File: src/rtl/fetch_pkg.sv
// Shared types for the instruction fetch slice: address/data widths,
// fetch sequencer states and the buffered {pc, inst} entry.
package fetch_pkg;

   localparam int unsigned ADDR_W = 16;
   localparam int unsigned INST_W = 32;

   typedef enum logic [1:0] {
      IDLE   = 2'd0,
      RUN    = 2'd1,
      HALTED = 2'd2
   } fetch_state_e;

   typedef struct packed {
      logic [ADDR_W-1:0] pc;
      logic [INST_W-1:0] inst;
   } fetch_entry_t;

endpackage

File: src/rtl/fetch_buffer.sv
// DEPTH-entry synchronous FIFO of fetch entries between the memory
// response and decode. Flush empties it and dominates a same-cycle push.
module fetch_buffer
   import fetch_pkg::*;
#(
   parameter int unsigned DEPTH = 2,
   localparam int unsigned PW = (DEPTH > 1) ? $clog2(DEPTH) : 1,
   localparam int unsigned CW = $clog2(DEPTH + 1)
) (
   input  logic          clk,
   input  logic          rst_n,
   input  logic          push,
   input  fetch_entry_t  push_data,
   input  logic          pop,
   input  logic          flush,
   output logic [CW-1:0] count,
   output logic          head_valid,
   output fetch_entry_t  head_data
);

   fetch_entry_t  mem_q [DEPTH];
   logic [PW-1:0] rd_ptr_q, rd_ptr_d;
   logic [PW-1:0] wr_ptr_q, wr_ptr_d;
   logic [CW-1:0] count_q, count_d;
   logic          full;
   logic          do_push;
   logic          do_pop;

   function automatic logic [PW-1:0] ptr_inc(input logic [PW-1:0] p);
      return (p == PW'(DEPTH - 1)) ? '0 : p + PW'(1);
   endfunction

   always_comb begin
      full     = (count_q == CW'(DEPTH));
      do_pop   = pop & (count_q != '0) & ~flush;
      // A push into a full buffer is only taken when the head leaves this cycle.
      do_push  = push & ~flush & (~full | do_pop);
      rd_ptr_d = rd_ptr_q;
      wr_ptr_d = wr_ptr_q;
      count_d  = count_q;
      if (flush) begin
         rd_ptr_d = '0;
         wr_ptr_d = '0;
         count_d  = '0;
      end else begin
         if (do_pop)  rd_ptr_d = ptr_inc(rd_ptr_q);
         if (do_push) wr_ptr_d = ptr_inc(wr_ptr_q);
         case ({do_push, do_pop})
            2'b10:   count_d = count_q + CW'(1);
            2'b01:   count_d = count_q - CW'(1);
            default: count_d = count_q;
         endcase
      end
   end

   always_ff @(posedge clk) begin
      if (!rst_n) begin
         rd_ptr_q <= '0;
         wr_ptr_q <= '0;
         count_q  <= '0;
      end else begin
         rd_ptr_q <= rd_ptr_d;
         wr_ptr_q <= wr_ptr_d;
         count_q  <= count_d;
      end
   end

   always_ff @(posedge clk) begin
      if (do_push) mem_q[wr_ptr_q] <= push_data;
   end

   always_comb begin
      count      = count_q;
      head_valid = (count_q != '0);
      head_data  = head_valid ? mem_q[rd_ptr_q] : '0;
   end

endmodule

File: src/rtl/instruction_fetch_unit.sv
// Fetch sequencer: owns the PC, drives the instruction memory address,
// tracks the one-cycle read latency and feeds decode through fetch_buffer.
module instruction_fetch_unit
   import fetch_pkg::*;
#(
   parameter logic [ADDR_W-1:0] RESET_PC = 16'h0000,
   parameter int unsigned       DEPTH    = 2
) (
   input  logic              clk,
   input  logic              rst_n,
   input  logic              start,
   input  logic              halt,
   input  logic              redirect,
   input  logic [ADDR_W-1:0] redirect_pc,
   output logic [ADDR_W-1:0] imem_a,
   input  logic [INST_W-1:0] imem_rd,
   output logic              inst_valid,
   output logic [INST_W-1:0] inst,
   output logic [ADDR_W-1:0] inst_pc,
   input  logic              inst_ready
);

   localparam int unsigned CW = $clog2(DEPTH + 1);
   localparam int unsigned OW = CW + 1;

   fetch_state_e      state_q, state_d;
   logic [ADDR_W-1:0] pc_q, pc_d;
   logic [ADDR_W-1:0] req_pc_q, req_pc_d;
   logic              inflight_q, inflight_d;
   logic              issue;
   logic              deq;
   logic              space;
   logic [OW-1:0]     occ;
   logic [CW-1:0]     buf_count;
   logic              head_valid;
   fetch_entry_t      head_entry;
   fetch_entry_t      push_entry;

   always_ff @(posedge clk) begin
      if (!rst_n) state_q <= IDLE;
      else        state_q <= state_d;
   end

   always_comb begin
      state_d = state_q;
      if (redirect) begin
         state_d = RUN;
      end else begin
         case (state_q)
            IDLE:    if (start)          state_d = RUN;
            RUN:     if (halt)           state_d = HALTED;
            HALTED:  if (start && !halt) state_d = RUN;
            default:                     state_d = IDLE;
         endcase
      end
   end

   // Issue follows the state being entered, so the start cycle itself fetches;
   // a redirect always issues because the buffer and in-flight slot are flushed.
   always_comb begin
      deq      = head_valid & inst_ready;
      occ      = OW'(buf_count) + OW'(inflight_q) - OW'(deq);
      space    = (occ < OW'(DEPTH));
      issue    = redirect | ((state_d == RUN) & space);
      imem_a   = redirect ? redirect_pc : pc_q;
      pc_d     = pc_q;
      if (redirect)   pc_d = redirect_pc + ADDR_W'(1);
      else if (issue) pc_d = pc_q + ADDR_W'(1);
      inflight_d = issue;
      req_pc_d   = issue ? imem_a : req_pc_q;
   end

   always_ff @(posedge clk) begin
      if (!rst_n) begin
         pc_q       <= RESET_PC;
         req_pc_q   <= '0;
         inflight_q <= 1'b0;
      end else begin
         pc_q       <= pc_d;
         req_pc_q   <= req_pc_d;
         inflight_q <= inflight_d;
      end
   end

   assign push_entry = '{pc: req_pc_q, inst: imem_rd};

   // A redirect flush also squashes the response arriving this cycle.
   fetch_buffer #(
      .DEPTH(DEPTH)
   ) u_buf (
      .clk       (clk),
      .rst_n     (rst_n),
      .push      (inflight_q),
      .push_data (push_entry),
      .pop       (deq),
      .flush     (redirect),
      .count     (buf_count),
      .head_valid(head_valid),
      .head_data (head_entry)
   );

   assign inst_valid = head_valid;
   assign inst       = head_entry.inst;
   assign inst_pc    = head_entry.pc;

endmodule

File: config.mk
export PLATFORM = sky130hd
export DESIGN_NAME = instruction_fetch_unit
export DESIGN_NICKNAME = d
export VERILOG_FILES = /design/src/rtl/fetch_pkg.sv /design/src/rtl/fetch_buffer.sv /design/src/rtl/instruction_fetch_unit.sv
export SDC_FILE = /design/constraint.sdc
export NUM_CORES = 1
export LEC_CHECK = 0
export BUFFER_PORTS_ARGS = -buffer_cell sky130_fd_sc_hd__buf_2
export CAP_MARGIN = 20
export CORE_AREA = 2 2 106 108
export DETAILED_ROUTE_END_ITERATION = 16
export DIE_AREA = 0 0 108 110
export GPL_TIMING_DRIVEN = 0
export PLACE_DENSITY = 0.86
export SLEW_MARGIN = 20
export SYNTH_ARGS = -nofsm -noshare
export SYNTH_HDL_FRONTEND = slang
export SYNTH_SLANG_ARGS = --single-unit
File: constraint.sdc
create_clock -name clk -period 4.8 [get_ports clk]
set_input_delay 0.48 -clock clk [delete_from_list [all_inputs] [get_ports clk]]
set_output_delay 0.48 -clock clk [all_outputs]
set_load 0.01 [all_outputs]
==> results.yml <==
yosys:
  netlist_instances: 462
  synthMuxAreaShare_pct: 11.4
  synth_compound_area_share_pct: 5.99
  synth.distinct_cells: 46
  synth_top_cell_by_area: "edfxtp_1"
  async_reset_ff_share_pct: 0
  synth-edff-count: 96
  avgSynthCellArea_sq_um: 12.3
  synth_nets: 520
  ys_ff_latch: 136
  syn_area_sq_mm: 0.00570
  synthAdderAreaFrac_pct: 1.01
  ys_warn_count: 0
  synth_top_family_by_area: "simple AND/OR/NAND/NOR gates"
  synth-xor-area-share_pct: 1.84
  synth.area.top_cells: "edfxtp_1 (51%), dfxtp_1 (14%), mux2i_1 (10%)"
  ys.flop_type: "edfxtp_1"
  synth-seq-area-share_pct: 64.6
  netlist.area_leader.share_pct: 50.6
  synth-simple-area-share_pct: 11.8
detailed_routing:
  first_iter_violations: 185
  routed_wirelength_microns: 11800
  drt_first_pass_iters: 5
  drc_errors: 0
  ant_nets: 0
  dr_total_vias: 3989
  vias_per_cell: 5.30
  drt-wirelength-per-cell_microns: 15.7
power:
  ir_drop_mv: 0.319
  p_total_uw: 2880
  powerDensity_mw_per_mm2: 406
  leakage_uw: 0.00281
clock_network:
  clk_pin_slew_ns: 0.06
  root_buffer: "clkbuf_8"
  htree_levels: 4
  cts-resized-gates: 0
  cts_setup_buffers: 0
  cts_hold_buf: 0
  cts_inserted_buffers: 17
  insertion_delay_ns: 0.52
  cts_tree: "built"
  cts.sinks: 136
  cts_max_path_buffers: 2
critical_path:
  ff2ff_path_depth: 10
  cpMaxStageDelayCell: "a31oi_1"
  critPathMaxStageDelay_ns: 0.64
  crit_chain: "nor2_1, nor2b_1, ha_1, nand2b_1, fa_1, xnor2_1, a31oi_1, clkbuf_1, nand2_1, a21oi_1"
  crit_buf_inv: 1
  crit_required_ns: 5.24
  cp_max_fo: 10
  crit_family: "simple AND/OR/NAND/NOR gates"
  worstPathArrival_ns: 3.80
  start_kind: "register"
  crit_cells: 10
  worst-setup-path-type: "register to register"
  worstSetupEndpointType: "register"
place:
  pre_cts_slack_ns: 1.48
  dp_hpwl_microns: 8460
  routabilityCongestion: 0.893
  portBuffers: 116
  placedCellCount: 720
  dpl_cell_area_sq_mm: 0.00650
sta:
  drv_slew: 0
  rsz0062_at_grt: "no"
  max_freq_ghz: 0.298
  post-route-period-util_pct: 69.9
  hold_viol_final: 0
  finClkSkew_ns: 0.00649
  relSlewSlack_pct: 39.7
  tightest_slew_ns: 0.904
  period_needed_ns: 3.35
  worst_slack_ns: 1.45
  setup_viol: 0
outcome:
  outcome: "finished, final reports clean"
die:
  die-area_sq_mm: 0.0119
  row_count: 38
  fp.dieH_microns: 110
  ios: 119
  dieWidth_microns: 108
  initial_core_util_pct: 53.3
  core_area_sq_mm: 0.0107
layout:
  areaGrowthSynthToFinish_pct: 24.7
  drive_above_1_share_pct: 27.6
  fin_nets: 657
  fin_cells: 752
  antennaDiodeCount: 0
  final_area_sq_mm: 0.00711
grt:
  grt_max_degree: 30
  grt_pass1_wl_microns: 18800
  groute.usage.overall_pct: 20.8
  antenna_found_initial: 0
  grt_overflow: 0
  grt_pass1_vias: 3917
worst_hold_path:
  holdPathStages: 1
  hp-class: "input pin to register"
flow_run:
  cap_violations: 0
## area by class of cell
cell class                 count  area, sq um
timing repair buffer         118          621
clock buffer                  17          414
clock inverter                15          189
inverter                      21         78.8
tap                          140          175
sequential                   136         3680
fill                         819         3590
multi-input combinational    280         1840
buffer                        25          109
## placed cells by master, fill, tap and decap left out, types with 4 or more instances in the layout
master / Yosys / routed
a211oi_1: 10 / 10
a21oi_1: 13 / 13
buf_2: 3 / 119
clkbuf_1: 17 / 17
clkbuf_16: 0 / 16
dfxtp_1: 40 / 40
edfxtp_1: 96 / 96
inv_1: 20 / 20
inv_6: 0 / 7
mux2_2: 7 / 7
mux2i_1: 57 / 57
nand2_1: 23 / 23
nand3_1: 17 / 17
nand3b_1: 4 / 4
nand4_1: 4 / 4
nor2_1: 80 / 79
nor3_1: 6 / 6
o21ai_0: 8 / 8
xnor2_1: 9 / 9
## flip-flops by register name, summed over array words and instances (netlist names), named ones only
register,cells
inflight_q,1
pc_q,16
req_pc_q,16
state_q,2
u_buf.count,2
u_buf.mem_q,96
u_buf.rd_ptr_q,1
u_buf.wr_ptr_q,1
## logic make-up (layout without fill, tap and decap cells)
logic type,after synthesis,count (layout)
adder cells (fa/ha/maj),4,4
flip-flops,136,136
AO/OA/AOI/OAI,51,51
buffers and inverters,46,196
multiplexers,64,64
XOR/XNOR,12,12
AND/OR/NAND/NOR,149,149
## per-layer routing
layer | up-vias | routed length (microns) | part of all wire, % | GRT usage (%)
met5 | - | 0 | 0 | 0
met4 | 0 | 238 | 2.0 | 6.78
met3 | 21 | 759 | 6.4 | 5.88
met2 | 147 | 5680 | 48 | 35.4
met1 | 1884 | 5110 | 43 | 25.9
li1 | 1937 | - | - | -
## through the flow
step,util [%],hold slack (ns),TNS (ns)
final,66.4,0.150,0
after global routing,66.4,0.127,0
after floorplan,-,0.420,0
after CTS,66.4,0.131,0
after detailed placement,60.8,0.440,0
after global placement,60.3,0.436,-6.40
## Yosys cell counts (2+ instances only)
library cell,n
and3_1,2
nand3b_1,4
clkbuf_1,17
or3_1,3
o22ai_1,3
nand3_1,17
and4_1,2
nor3_1,6
inv_1,20
a31o_2,3
a211oi_1,10
nor2b_1,3
dfxtp_1,40
xor2_1,3
a21oi_1,13
buf_1,3
a22oi_1,2
nor2_1,80
buf_2,3
o21ai_0,8
a31oi_1,3
nand4_1,4
mux2i_1,57
mux2_2,7
xnor2_1,9
edfxtp_1,96
ha_1,3
nand2_1,23
## final timing paths
path	startpoint	endpoint	slack [ns]
worst max-delay path	u_buf.count[1]	req_pc_q[1]	1.45
worst max register to register	u_buf.count[1]	req_pc_q[1]	1.45
worst min register to register	req_pc_q[11]	u_buf.mem_q[1][43]	0.45
worst min-delay path	imem_rd[23]	u_buf.mem_q[1][23]	0.15
## power breakdown
part | switching (uW) | leakage (uW) | internal (uW)
Sequential | 29.0 | 0.00121 | 1310
Combinational | 142 | 0.00130 | 93.3
Clock | 502 | 0.000293 | 803
Total | 673 | 0.00281 | 2210
(Power assumes the default switching activity.)
